==> src/rtl/alu_op_sequencer_if.sv <==
// CPU-side request/result bundle of the ALU op sequencer.
// The CPU control unit is the master; the sequencer is the slave.
interface alu_op_sequencer_if;
  logic        iValid;
  logic        oReady;
  logic [3:0]  iCtrl;
  logic [31:0] iA;
  logic [31:0] iB;
  logic        iFlush;
  logic [31:0] oHi;
  logic [31:0] oLo;
  logic        oZero;
  logic        oNeg;
  logic        oDone;
  logic        oBusy;

  modport master (
    output iValid, iCtrl, iA, iB, iFlush,
    input  oReady, oHi, oLo, oZero, oNeg, oDone, oBusy
  );

  modport slave (
    input  iValid, iCtrl, iA, iB, iFlush,
    output oReady, oHi, oLo, oZero, oNeg, oDone, oBusy
  );
endinterface

==> src/rtl/alu_op_sequencer.sv <==
// Issue/retire controller in front of a combinational ALU: holds operands stable
// for a per-opcode number of cycles, then captures HI/LO and the Z/N flags.
module alu_op_sequencer #(
  parameter int         BASE_CYCLES  = 1,
  parameter int         MUL_CYCLES   = 4,
  parameter int         DIV_CYCLES   = 8,
  parameter logic [3:0] CTRL_ALU_MUL = 4'd8,
  parameter logic [3:0] CTRL_ALU_DIV = 4'd9
) (
  input  logic               iClk,
  input  logic               iRst,
  alu_op_sequencer_if.slave  bus,
  output logic [31:0]        oAluA,
  output logic [31:0]        oAluB,
  output logic [3:0]         oAluCtrl,
  input  logic [31:0]        iAluHi,
  input  logic [31:0]        iAluLo,
  input  logic               iAluZero,
  input  logic               iAluNeg
);

  localparam int MAX_BM = (BASE_CYCLES > MUL_CYCLES) ? BASE_CYCLES : MUL_CYCLES;
  localparam int MAX_L  = (MAX_BM > DIV_CYCLES) ? MAX_BM : DIV_CYCLES;
  localparam int CW     = $clog2(MAX_L) + 1;

  typedef enum logic [1:0] {S_IDLE, S_EXEC, S_DONE} state_t;

  state_t          state_q, state_d;
  logic [CW-1:0]   cnt_q, cnt_d;
  logic [CW-1:0]   lat_m1;
  logic [31:0]     a_q, a_d, b_q, b_d;
  logic [3:0]      ctrl_q, ctrl_d;
  logic [31:0]     hi_q, hi_d, lo_q, lo_d;
  logic            zero_q, zero_d, neg_q, neg_d;
  logic            done_q, done_d, busy_q, busy_d, ready_q, ready_d;
  logic            long_op;

  always_comb begin
    if (bus.iCtrl == CTRL_ALU_MUL) begin
      lat_m1 = CW'(MUL_CYCLES - 1);
    end else if (bus.iCtrl == CTRL_ALU_DIV) begin
      lat_m1 = CW'(DIV_CYCLES - 1);
    end else begin
      lat_m1 = CW'(BASE_CYCLES - 1);
    end
  end

  // HI is only written by ops that actually produce a high word.
  assign long_op = (ctrl_q == CTRL_ALU_MUL) || (ctrl_q == CTRL_ALU_DIV);

  always_comb begin
    state_d = state_q;
    cnt_d   = cnt_q;
    a_d     = a_q;
    b_d     = b_q;
    ctrl_d  = ctrl_q;
    hi_d    = hi_q;
    lo_d    = lo_q;
    zero_d  = zero_q;
    neg_d   = neg_q;

    if (bus.iFlush) begin
      state_d = S_IDLE;
    end else begin
      case (state_q)
        S_EXEC: begin
          if (cnt_q != '0) begin
            cnt_d = cnt_q - CW'(1);
          end else begin
            lo_d    = iAluLo;
            zero_d  = iAluZero;
            neg_d   = iAluNeg;
            if (long_op) begin
              hi_d = iAluHi;
            end
            state_d = S_DONE;
          end
        end
        default: begin
          if (bus.iValid) begin
            a_d     = bus.iA;
            b_d     = bus.iB;
            ctrl_d  = bus.iCtrl;
            cnt_d   = lat_m1;
            state_d = S_EXEC;
          end else begin
            state_d = S_IDLE;
          end
        end
      endcase
    end

    done_d  = (state_d == S_DONE);
    busy_d  = (state_d == S_EXEC);
    ready_d = (state_d != S_EXEC);
  end

  always_ff @(posedge iClk or posedge iRst) begin
    if (iRst) begin
      state_q <= S_IDLE;
      cnt_q   <= '0;
      a_q     <= '0;
      b_q     <= '0;
      ctrl_q  <= '0;
      hi_q    <= '0;
      lo_q    <= '0;
      zero_q  <= 1'b0;
      neg_q   <= 1'b0;
      done_q  <= 1'b0;
      busy_q  <= 1'b0;
      ready_q <= 1'b1;
    end else begin
      state_q <= state_d;
      cnt_q   <= cnt_d;
      a_q     <= a_d;
      b_q     <= b_d;
      ctrl_q  <= ctrl_d;
      hi_q    <= hi_d;
      lo_q    <= lo_d;
      zero_q  <= zero_d;
      neg_q   <= neg_d;
      done_q  <= done_d;
      busy_q  <= busy_d;
      ready_q <= ready_d;
    end
  end

  assign oAluA      = a_q;
  assign oAluB      = b_q;
  assign oAluCtrl   = ctrl_q;
  assign bus.oHi    = hi_q;
  assign bus.oLo    = lo_q;
  assign bus.oZero  = zero_q;
  assign bus.oNeg   = neg_q;
  assign bus.oDone  = done_q;
  assign bus.oBusy  = busy_q;
  assign bus.oReady = ready_q;

endmodule

==> src/flat_wrapper.sv <==
// flat-port wrapper written by rule: the top's interface ports become plain ports
module alu_op_sequencer_flat 
#(
  parameter int         BASE_CYCLES  = 1,
  parameter int         MUL_CYCLES   = 4,
  parameter int         DIV_CYCLES   = 8,
  parameter logic [3:0] CTRL_ALU_MUL = 4'd8,
  parameter logic [3:0] CTRL_ALU_DIV = 4'd9
)
  (iClk, iRst, oAluA, oAluB, oAluCtrl, iAluHi, iAluLo, iAluZero, iAluNeg, bus_iValid, bus_iCtrl, bus_iA, bus_iB, bus_iFlush, bus_oReady, bus_oHi, bus_oLo, bus_oZero, bus_oNeg, bus_oDone, bus_oBusy);
  alu_op_sequencer_if bus_i ();
  input  logic iClk;
  input  logic iRst;
  output logic [31:0] oAluA;
  output logic [31:0] oAluB;
  output logic [3:0] oAluCtrl;
  input  logic [31:0] iAluHi;
  input  logic [31:0] iAluLo;
  input  logic iAluZero;
  input  logic iAluNeg;
  input wire logic [$bits(bus_i.iValid)-1:0] bus_iValid;
  input wire logic [$bits(bus_i.iCtrl)-1:0] bus_iCtrl;
  input wire logic [$bits(bus_i.iA)-1:0] bus_iA;
  input wire logic [$bits(bus_i.iB)-1:0] bus_iB;
  input wire logic [$bits(bus_i.iFlush)-1:0] bus_iFlush;
  output wire logic [$bits(bus_i.oReady)-1:0] bus_oReady;
  output wire logic [$bits(bus_i.oHi)-1:0] bus_oHi;
  output wire logic [$bits(bus_i.oLo)-1:0] bus_oLo;
  output wire logic [$bits(bus_i.oZero)-1:0] bus_oZero;
  output wire logic [$bits(bus_i.oNeg)-1:0] bus_oNeg;
  output wire logic [$bits(bus_i.oDone)-1:0] bus_oDone;
  output wire logic [$bits(bus_i.oBusy)-1:0] bus_oBusy;
  assign bus_i.iValid = bus_iValid;
  assign bus_i.iCtrl = bus_iCtrl;
  assign bus_i.iA = bus_iA;
  assign bus_i.iB = bus_iB;
  assign bus_i.iFlush = bus_iFlush;
  assign bus_oReady = bus_i.oReady;
  assign bus_oHi = bus_i.oHi;
  assign bus_oLo = bus_i.oLo;
  assign bus_oZero = bus_i.oZero;
  assign bus_oNeg = bus_i.oNeg;
  assign bus_oDone = bus_i.oDone;
  assign bus_oBusy = bus_i.oBusy;
  alu_op_sequencer #(.BASE_CYCLES(BASE_CYCLES), .MUL_CYCLES(MUL_CYCLES), .DIV_CYCLES(DIV_CYCLES), .CTRL_ALU_MUL(CTRL_ALU_MUL), .CTRL_ALU_DIV(CTRL_ALU_DIV)) u_core (.iClk(iClk), .iRst(iRst), .bus(bus_i), .oAluA(oAluA), .oAluB(oAluB), .oAluCtrl(oAluCtrl), .iAluHi(iAluHi), .iAluLo(iAluLo), .iAluZero(iAluZero), .iAluNeg(iAluNeg));
endmodule
==> config.mk <==
export PLATFORM = sky130hd
export DESIGN_NAME = alu_op_sequencer_flat
export DESIGN_NICKNAME = d
export VERILOG_FILES = /design/src/rtl/alu_op_sequencer_if.sv /design/src/rtl/alu_op_sequencer.sv /design/src/flat_wrapper.sv
export SDC_FILE = /design/constraint.sdc
export NUM_CORES = 1
export LEC_CHECK = 0
export BUFFER_PORTS_ARGS = -buffer_cell sky130_fd_sc_hd__clkbuf_2
export CAP_MARGIN = 10
export CORE_UTILIZATION = 48
export CTS_BUF_LIST = sky130_fd_sc_hd__clkbuf_8
export DETAILED_ROUTE_END_ITERATION = 8
export GPL_TIMING_DRIVEN = 0
export PLACE_DENSITY_LB_ADDON = 0.05
export SETUP_SLACK_MARGIN = 0.1
export SLEW_MARGIN = 20
export SYNTH_ARGS = -nofsm -noshare
export SYNTH_HDL_FRONTEND = slang
export SYNTH_SLANG_ARGS = --single-unit
==> constraint.sdc <==
create_clock -name iClk -period 5.02 [get_ports iClk]
set_clock_uncertainty 0.2 [all_clocks]
set_input_delay 0.502 -clock iClk [delete_from_list [all_inputs] [get_ports iClk]]
set_output_delay 0.502 -clock iClk [all_outputs]
set_load 0.02 [all_outputs]
# After elaboration in Yosys (flattened, before gate mapping)
# Index checks and enable logic that the tools add are counted.
[totals]
latchBits = 0
elab_cells = 41
ramBits = 0
out_inout_bits = 137
mem_count = 0
rom_bits = 0
in_bits = 138
ff_bits = 143
[classes]
mux = 9
n_eq_ne = 9
multipliers = 0
shift = 0
reduce_logical = 7
add_sub_neg = 1
n_div = 0
n_bitwise = 3
n_lt_le_gt_ge = 0
[ops]
columns = ["op", "n"]
rows = [
  ["4-bit equality test, second input constant", 4],
  ["4-bit two-way mux", 4],
  ["3-bit AND reduction", 3],
  ["2-bit two-way mux", 3],
  ["2-bit by 1-bit equality test with 1-bit output, second input constant", 2],
  ["2-bit by 1-bit != test with 1-bit output, second input constant", 2],
  ["4-bit AND reduction", 1],
  ["4-bit nonzero test", 1],
  ["4-bit by 1-bit subtractor with 4-bit output, second input constant", 1],
  ["3-bit two-way mux", 1],
  ["1-bit NOT", 3],
  ["2-bit equality test, second input constant", 1],
  ["2-bit nonzero test", 1],
  ["1-bit logical OR", 1],
  ["1-bit two-way mux", 1],
]

# Longest topological paths before layout
# Gate-level depths: netlist (run 1).
[depth]
word_depth = 5
ltp_mapped = 7
ltp_nobuf = 5

# Worst setup path after synthesis (run 1)
# No wires, ideal clock.
[synth_timing]
path_type = "reg-to-reg"
startpoint = "register u_core.cnt_q[0]"
endpoint = "register u_core.lo_q[10], in the netlist u_core.bus.oLo[10]"
path_stages_with_launch = 8
t_required_ns = 4.695
synth_period_minus_slack_ns = 1.890
setup_slack_ns = 3.130
setup_ns = 0.125
arrival_ns = 1.565
n_path_buf = 2
cell_sequence = "dfrtp_1 inv_1 ha_1 and2b_4 and3_1 buf_6 buf_12 mux2_4"
[synth_between]
elab_chain_len = 3
[synth_rtl]
columns = ["item", "line", "rtl"]
rows = [
  ["from (decl)", "alu_op_sequencer.sv:29", "logic [CW-1:0] cnt_q, cnt_d;"],
  ["from (signal assigned)", "alu_op_sequencer.sv:114", "cnt_q <= cnt_d;"],
  ["4-bit nonzero test", "alu_op_sequencer.sv:67", "if (cnt_q != '0) begin"],
  ["1-bit NOT (no source line)", "n/a", ""],
  ["3-bit AND reduction (no source line)", "n/a", ""],
  ["to (signal assigned)", "alu_op_sequencer.sv:119", "lo_q <= lo_d;"],
  ["to (decl)", "alu_op_sequencer.sv:33", "logic [31:0] hi_q, hi_d, lo_q, lo_d;"],
]
# Every way passes these cells.
# A chain may end at the register's enable or synchronous reset.

# Worst setup path after layout (run 1)
[layout_timing]
startpoint = "register u_core.cnt_q[0]"
endpoint = "register u_core.lo_q[6], in the netlist u_core.bus.oLo[6]"
# The elaborated chain is that of the path after synthesis.

==> reports/metrics.cfg, run 1 <==
[status]
outcome=completed

[timing]
rsz0062_at_grt=false
hold_viol_final=0
worstMarginPinSlew_ns=0.623
maxSlewViolCount=0
min_period_ns=2.06
setup_ws_ns=2.96
setup_violations=0
slew_headroom_pct=58.4
max_freq_ghz=0.485
min_period_over_period_pct=41.0

[routing]
drt_first_iter_violations=181
vias=3728
post_drt_via_cell_ratio=4.78
drt-total-wl_um=12000
ant_nets=0
drc=0
firstDrtPassIters=4
avgRoutedWirePerCell_um=15.4

[synth]
ys_top_cells_by_area=dfrtp_1 (63%), mux2_2 (21%), mux2_4 (7.8%)
postSynth.asyncResetShare_pct=100
synth_edf_count=0
synth_compound_area_share_pct=1.27
ys_seq_area_share_pct=63.9
synth_flop_cell=dfrtp_1
synth_nets=469
synth_seq_cells=143
synth-xor-area-share_pct=0
yosysWarnings=0
synthAdderAreaFrac_pct=0.223
synth_top_family_by_area=multiplexers
netlist_area_mm2=0.00560
syn_avg_cell_area_um2=17.0
ys_types=30
synth_top_area_cell=dfrtp_1
yosysTopAreaCellShare_pct=63.4
synthMuxAreaShare_pct=29.2
synth_cells=330
synth_simple_gate_area_share_pct=2.43

[place]
hpwl_um=9190
post-place-ws_ns=2.85
dpl-instance-area_mm2=0.00719
place_congestion=0.779
port_buffers=274

[global_route]
antenna_found_initial=0
grt_pass1_vias=3784
grt_first_pass_wirelength_um=17900
grt_start_max_net_pins=74
track_usage_pct=20.2
overflow=0

[final_layout]
ff_latch_area_mm2=0.00358
fin_util_pct=66.5
final_nets=764
fill_cells=863
final_cell_mix=clkbuf_2 (274), dfrtp_1 (142), mux2_2 (105)
areaGrowthSynthToFinish_pct=35.5
post-route-cell-area_mm2=0.00759
layout_commonest_cell=clkbuf_2
drive_gt1_share_pct=71.7
diodes=0
multi_input_area_mm2=0.00186

[critical_path]
critPathArrivalTime_ns=2.18
cp-end-kind=flop
start_kind=flop
critPathKind=reg -> reg
crit_required_ns=5.14
critPathMaxFanout=10

[clocking]
holdBufCountCts=1
path_clk_slew_ns=0.08
root_buffer=clkbuf_8
cts_max_level=4
clockBufferDepth=2
cts_tree=built
clock_latency_ns=0.44
cts_buffers=17
cts_resized=0
cts_setup_buffers=0
cts_sinks=143

[die]
dieArea_mm2=0.0121
die_width_um=110
ios=275
rows=39
die_h_um=110
start_util_pct=49.1
core_mm2=0.0114

[power_and_ir_drop]
p_comb_share_pct=38.8
power_density_mw_per_mm2=578
ir_worst_vdd_v=0.000346
swShare_pct=35.4
leakagePower_nw=3.99
power.internal_mw=2.84
seqPwrFrac_pct=40.9
clkPwrFrac_pct=20.3
p_sw_mw=1.55

[flow_run]
maxCapViolations=0

[worst_hold_path]
worstHoldPathType=in -> reg

-- area by class of cell --
| cell class | instances | share of cell area (%) |
|---|---|---|
| Tap cell | 143 | 2.36 |
| Multi-Input combinational cell | 165 | 24.5 |
| Clock buffer | 22 | 3.99 |
| Inverter | 8 | 0.494 |
| Sequential cell | 143 | 47.1 |
| Clock inverter | 9 | 1.20 |
| Timing Repair Buffer | 276 | 18.6 |
| Buffer | 14 | 1.80 |
-- cells in the mapped netlist, types with 2 or more instances --
cell / count
o221ai_1: 2
nor2b_1: 2
buf_2: 7
a21oi_1: 2
nor3b_1: 4
dfrtp_1: 142
buf_6: 3
mux2_4: 29
buf_12: 3
mux2i_1: 2
inv_1: 8
mux2_2: 105
nor3_1: 2
and3_1: 2
o21ai_0: 2
-- sequential cells by signal, summed over array words and instances (netlist names) --
name               count
u_core.oAluB          32
u_core.cnt_q           4
u_core.bus.oHi        32
u_core.state_q         2
u_core.oAluA          32
u_core.bus.oZero       1
u_core.bus.oBusy       1
u_core.oAluCtrl        4
u_core.bus.oNeg        1
u_core.bus.oDone       1
u_core.bus.oReady      1
u_core.bus.oLo        32
-- routing by layer --
metal	global-route usage (%)	up-vias	part of all wire, %
met4	9.05	0	1.6
li1	-	1757	-
met1	21.5	1785	37
met3	9.29	15	9.9
met2	34.2	171	51
met5	0	-	0
-- worst paths after layout --
path / from / to / slack [ns] / cells past startpoint
max in group asynchronous: iRst / u_core.bus.oReady / 3.43 / 4
worst max register to register: u_core.cnt_q[0] / u_core.bus.oLo[6] / 2.96 / 7
min in group asynchronous: iRst / u_core.oAluB[18] / 0.46 / 3
worst min-delay path: iAluLo[1] / u_core.bus.oLo[1] / 0.08 / 2
worst min register to register: u_core.oAluB[25] / u_core.oAluB[25] / 0.31 / 1
worst max-delay path: u_core.cnt_q[0] / u_core.bus.oLo[6] / 2.96 / 7
-- stage by stage --
step	setup TNS (ns)	hold slack (ns)	power [mW]	instances
floorplan	0	0.322	2.92	330
global placement	-137.26	0.288	3.48	747
detailed placement	0	0.293	3.54	748
CTS	0	0.0494	4.45	780
global route	0	0.0534	4.65	780
finish	0	0.0845	4.39	780
-- power by group through the flow --
stage	Sequential [mW]	Clock [mW]	Combinational, mW
2_1_floorplan	2.29	0	0.626
3_3_place_gp	1.79	0	1.69
3_5_place_dp	1.81	0	1.73
4_1_cts	1.80	0.921	1.73
5_1_grt	1.85	0.971	1.83
6_report	1.80	0.892	1.70
-- logic make-up (layout without fill, tap and decap cells) --
group / after synthesis / after routing
buffers and inverters: 22 / 329
AND/OR/NAND/NOR: 18 / 18
flip-flops: 143 / 143
AO/OA/AOI/OAI: 10 / 10
adder cells (fa/ha/maj): 1 / 1
multiplexers: 136 / 136
-- worst max-delay path: stages, from the launching register on --
cell and delay [ns]:
dfrtp_1 0.41, inv_1 0.10, ha_1 0.22, and2b_4 0.20, and3_1 0.18, buf_6 0.16
buf_12 0.16, mux2_4 0.31
(Power assumes the default switching activity.)
==> inputs of run 2 (changes only) <==
clock period = 1.9 ns   (was 5.02 ns; I/O delays follow)
==> reports/metrics.cfg, run 2 (synthesis results as in run 1) <==
[status]
outcome=finished with violations
violations=negative setup slack

[clocking]
cts_max_level=4  ; unchanged
cts_buffers=17  ; unchanged
cts_sinks=143  ; unchanged
clock_latency_ns=0.43  ; about the same
cts_tree=built
clockBufferDepth=2  ; unchanged
path_clk_slew_ns=0.07  ; about the same
root_buffer=clkbuf_8

[timing]
hold-worst-slack_ns=0.127  ; +0.0421 ns
setup_violations=6  ; +6
max_freq_ghz=0.515  ; +6.1%
setup_ws_ns=-0.0419  ; -3.00 ns
slew_headroom_pct=60.9  ; +2.6 points
rsz0062_at_grt=true
min_period_ns=1.94  ; -0.119 ns
min_period_over_period_pct=102  ; +61 points
hold_viol_final=0  ; unchanged
maxSlewViolCount=0  ; unchanged
worstMarginPinSlew_ns=0.585  ; -0.0384 ns
tns_ns=-0.162  ; -0.162 ns

[routing]
drt-total-wl_um=16000  ; +34%
ant_nets=0  ; unchanged
vias=4484  ; +20%
firstDrtPassIters=4  ; unchanged
avgRoutedWirePerCell_um=17.0  ; +11%
drc=0  ; unchanged
post_drt_via_cell_ratio=4.77  ; -0.30%
drt_first_iter_violations=142  ; -22%

[worst_hold_path]
worstHoldPathType=in -> async

[global_route]
track_usage_pct=26.9  ; +6.7 points
grt_pass1_vias=4875  ; +29%
grt_first_pass_wirelength_um=23700  ; +32%
antenna_found_initial=0  ; unchanged
grt_start_max_net_pins=35  ; -53%
overflow=0  ; unchanged

[place]
dpl-instance-area_mm2=0.00725  ; +0.85%
place_congestion=0.732  ; -6.0%
hpwl_um=9500  ; +3.4%
placed_cells=751  ; +0.40%
post-place-ws_ns=-0.0682  ; -2.92 ns
port_buffers=274  ; unchanged

[critical_path]
r2r_slack_ns=-0.04  ; -3.00 ns
slowest_stage=dfrtp_1
path_common_cell=buf_12
crit_required_ns=2.02  ; -3.12 ns
worstReg2RegEnd=u_core.bus.oLo[11]
critical_path.cell_chain=inv_2, ha_4, and2b_4, and3_4, buf_12, buf_6, buf_12, mux2_4
critPathArrivalTime_ns=2.06  ; -0.12 ns
path_delay_family=buffers and inverters
cp-end-kind=flop
critical_path.max_stage_delay_ns=0.38  ; -0.03 ns
start_kind=flop
critPathKind=reg -> reg
r2r-start=u_core.cnt_q[1]
r2r_cells=8  ; +1
cp_num_buf_inv=4  ; +1
critPathMaxFanout=7  ; -3

[die]
die_h_um=110  ; unchanged
ios=275  ; unchanged
rows=39  ; unchanged
dieArea_mm2=0.0121  ; unchanged
die_width_um=110  ; unchanged
start_util_pct=49.1  ; unchanged
core_mm2=0.0114  ; unchanged

[power_and_ir_drop]
leakagePower_nw=4.76  ; +19%
power_density_mw_per_mm2=1290  ; +120%
ir_worst_vdd_v=0.00101  ; +190%

[final_layout]
final_nets=929  ; +22%
final-instance-count-excl-fill=941  ; +21%
areaGrowthSynthToFinish_pct=67.3
final_cell_mix=clkbuf_2 (274), dfrtp_1 (142), dlygate4sd3_1 (140)
layout_commonest_cell=clkbuf_2
drive_gt1_share_pct=60.7  ; -11 points
post-route-cell-area_mm2=0.00938  ; +23%

[flow_run]
maxCapViolations=0  ; unchanged

==> run 2: worst max-delay path by stage <==
stage | startpoint | endpoint | slack (ns) | depth (start not counted)
final | u_core.cnt_q[1] | u_core.bus.oLo[11] | -0.04 | 8
after global routing | u_core.cnt_q[0] | u_core.bus.oLo[11] | -0.09 | 8
after CTS | u_core.cnt_q[0] | u_core.bus.oLo[11] | -0.04 | 8
after detailed placement | u_core.state_q[0] | u_core.oAluB[9] | -0.07 | 5
after global placement | iRst | u_core.oAluB[27] | -1.08 | 2
after floorplan | iRst | u_core.bus.oBusy | -0.28 | 1
==> run 2: final cells by class <==
class                   instances  area, um2
diodes                          1       2.50
plain buffers                  14        200
fillers                       641       2040
inverters                       8       33.8
repair buffers                441       3120
well taps                     143        179
multi-input cells             165       1930
clock inverters                 3       12.5
clock buffers                  23        317
flip-flops and latches        143       3580
==> run 2: worst min-delay path: stages <==
cell and delay (ns):
dlygate4sd3_1 0.54, clkbuf_2 0.13, clkinvlp_4 0.32
==> run 2: where the power goes <==
group / internal, mW / switching [mW]
Sequential: 4.15 / 0.650
Combinational: 2.55 / 2.71
Clock: 1.06 / 1.02
Total: 7.76 / 4.38
==> run 2: timing repair <==
action,in CTS,in global routing
setup endpoints to repair,127,132
pin swaps,2,2
hold endpoints to repair,215,0
setup buffers,17,4
hold buffers,140,0
gates resized for setup,37,9
gates cloned,3,0
==> run 2: per-layer routing <==
| metal | GRT usage, % | part of all wire, % | vias to the layer above |
|---|---|---|---|
| met1 | 27.8 | 37 | 2194 |
| met3 | 7.70 | 6.9 | 29 |
| li1 | - | - | 2084 |
| met5 | 0 | 0 | - |
| met2 | 50.5 | 54 | 177 |
| met4 | 10.9 | 2.1 | 0 |
==> run 2: through the flow <==
| step | utilization (%) | total power, mW |
|---|---|---|
| global route | 82.1 | 12.8 |
| floorplan | - | 7.74 |
| global placement | 62.8 | 9.24 |
| CTS | 81.8 | 12.0 |
| finish | 82.1 | 12.1 |
| detailed placement | 63.5 | 9.40 |
==> inputs of run 3 (changes only) <==
PLACE_DENSITY = 0.86   (was default)
PLACE_DENSITY_LB_ADDON = default   (was 0.05)
==> reports/metrics.cfg, run 3 (synthesis results as in run 1) <==
[flow_run]
maxCapViolations=0  ; unchanged

[global_route]
track_usage_pct=29.5  ; +2.7 points
met3_usage_pct=8.11  ; +0.41 points
grt_util_met2_pct=55.5  ; +5.0 points
grt_start_max_net_pins=36  ; +2.9%
overflow=0  ; unchanged
grt_first_pass_wirelength_um=25800  ; +8.7%
grt_use_met1_pct=29.7  ; +1.9 points
grt_pass1_vias=5229  ; +7.3%
antenna_found_initial=0  ; unchanged
grt.busiest_layer=met2

[clocking]
cts_tree=built
root_buffer=clkbuf_8
path_clk_slew_ns=0.07  ; about the same
cts_sinks=143  ; unchanged
clock_latency_ns=0.44  ; about the same
clockBufferDepth=2  ; unchanged
cts_buffers=17  ; unchanged
cts_max_level=4  ; unchanged

[critical_path]
crit_required_ns=2.02  ; about the same
critPathMaxFanout=6  ; -1
critPathKind=reg -> reg
start_kind=flop
cp-end-kind=flop
critPathArrivalTime_ns=2.05  ; about the same

[final_layout]
final_nets=931  ; +0.22%
fill_cells=551  ; -14%
multi_input_area_mm2=0.00200  ; +3.6%
drive_gt1_share_pct=62.1  ; +1.4 points
final_cell_mix=clkbuf_2 (274), dfrtp_1 (142), dlygate4sd3_1 (136)
ff_latch_area_mm2=0.00358  ; unchanged
areaGrowthSynthToFinish_pct=70.1
diodes=0  ; -1
post-route-cell-area_mm2=0.00953  ; +1.7%
layout_commonest_cell=clkbuf_2

[status]
outcome=finished with violations
violations=negative setup slack

[timing]
worstMarginPinSlew_ns=0.586  ; +0.00184 ns
max_freq_ghz=0.517  ; +0.39%
maxSlewViolCount=0  ; unchanged
rsz0062_at_grt=true
slew_headroom_pct=60.8  ; -0.12 points
hold_viol_final=0  ; unchanged
tns_ns=-0.308  ; -0.146 ns
min_period_ns=1.93  ; -0.00759 ns
setup_violations=32  ; +26
setup_ws_ns=-0.0343  ; +0.00759 ns
hold-worst-slack_ns=0.0444  ; -0.0822 ns
min_period_over_period_pct=102  ; -0.40 points

[routing]
vias=4779  ; +6.6%
avgRoutedWirePerCell_um=19.2  ; +12%
drt-total-wl_um=18100  ; +13%
firstDrtPassIters=4  ; unchanged
drc=0  ; unchanged
drt_first_iter_violations=118  ; -17%
post_drt_via_cell_ratio=5.06  ; +6.1%
ant_nets=0  ; unchanged

[die]
start_util_pct=49.1  ; unchanged
die_width_um=110  ; unchanged
dieArea_mm2=0.0121  ; unchanged
rows=39  ; unchanged
die_h_um=110  ; unchanged
core_mm2=0.0114  ; unchanged
ios=275  ; unchanged

[power_and_ir_drop]
ir_worst_vdd_v=0.000925  ; -8.9%
leakagePower_nw=4.86  ; +2.0%
total_power_mw=12.6  ; +3.8%
power_density_mw_per_mm2=1320  ; +2.0%

[place]
hpwl_um=9790  ; +3.0%
dpl-instance-area_mm2=0.00725  ; unchanged
place_congestion=0.738  ; +0.86%
post-place-ws_ns=-0.0840  ; -0.0159 ns
port_buffers=274  ; unchanged

[worst_hold_path]
worstHoldPathType=in -> reg

## run 3: changes by cell type in the layout (fill, tap and decap cells not counted), sizes merged
cell | before | now
buf | 40 | 44
clkinv | 1 | 5
dlygate4sd3 | 140 | 136
bufinv | 0 | 1
clkinvlp | 1 | 2
diode | 1 | 0
inv | 9 | 8
## run 3: path summary, 6_finish.rpt
path | startpoint | end | slack [ns] | depth (start not counted)
hold / removal | bus_iFlush | u_core.cnt_q[0] | 0.04 | 3
setup / recovery | u_core.cnt_q[0] | u_core.bus.oLo[18] | -0.03 | 7
max in group asynchronous | iRst | u_core.bus.oHi[11] | 0.41 | 6
setup reg to reg | u_core.cnt_q[0] | u_core.bus.oLo[18] | -0.03 | 7
min in group asynchronous | iRst | u_core.oAluB[4] | 0.11 | 3
hold reg to reg | u_core.bus.oHi[11] | u_core.bus.oHi[11] | 0.31 | 1
## run 3: what timing repair did
| item | in CTS | in global routing |
|---|---|---|
| endpoints found under the setup margin | 132 | 134 |
| gates cloned | 3 | 3 |
| endpoints found under the hold margin | 185 | 0 |
| resized for setup | 48 | 11 |
| pin swaps | 2 | 4 |
| setup buffers | 19 | 6 |
| hold buffers | 136 | 0 |
## run 3: cell type report
cell class | instances | area share (%)
clock buffer | 21 | 3.03
clock inverter | 8 | 0.696
timing repair buffer | 444 | 33.6
inverter | 8 | 0.354
multi-input combinational | 165 | 21.0
buffer | 13 | 1.90
sequential | 143 | 37.6
tap | 143 | 1.88
## run 3: routing by layer
layer  up-vias  wire length, um  share of wire (%)
met1      2388             6420                 35
met5         -                0                  0
li1       2093                -                  -
met2       243             9890                 55
met3        55             1140                6.3
met4         0              674                3.7
## run 3: metrics by stage
| stage | util (%) | instances |
|---|---|---|
| floorplan | - | 330 |
| global placement | 62.8 | 747 |
| detailed placement | 63.5 | 751 |
| CTS | 82.4 | 938 |
| global route | 83.5 | 945 |
| finish | 83.5 | 945 |
## run 3: power by group
group | switching [mW] | internal (mW)
Sequential | 0.750 | 4.15
Clock | 1.10 | 1.14
Combinational | 2.82 | 2.63
## run 3: worst max-delay path, cell delays in order, from the launching register on
cell	delay [ns]
dfrtp_1	0.41
inv_2	0.10
ha_4	0.14
and2b_4	0.16
and3_4	0.23
buf_12	0.13
clkbuf_16	0.14
mux2_4	0.30
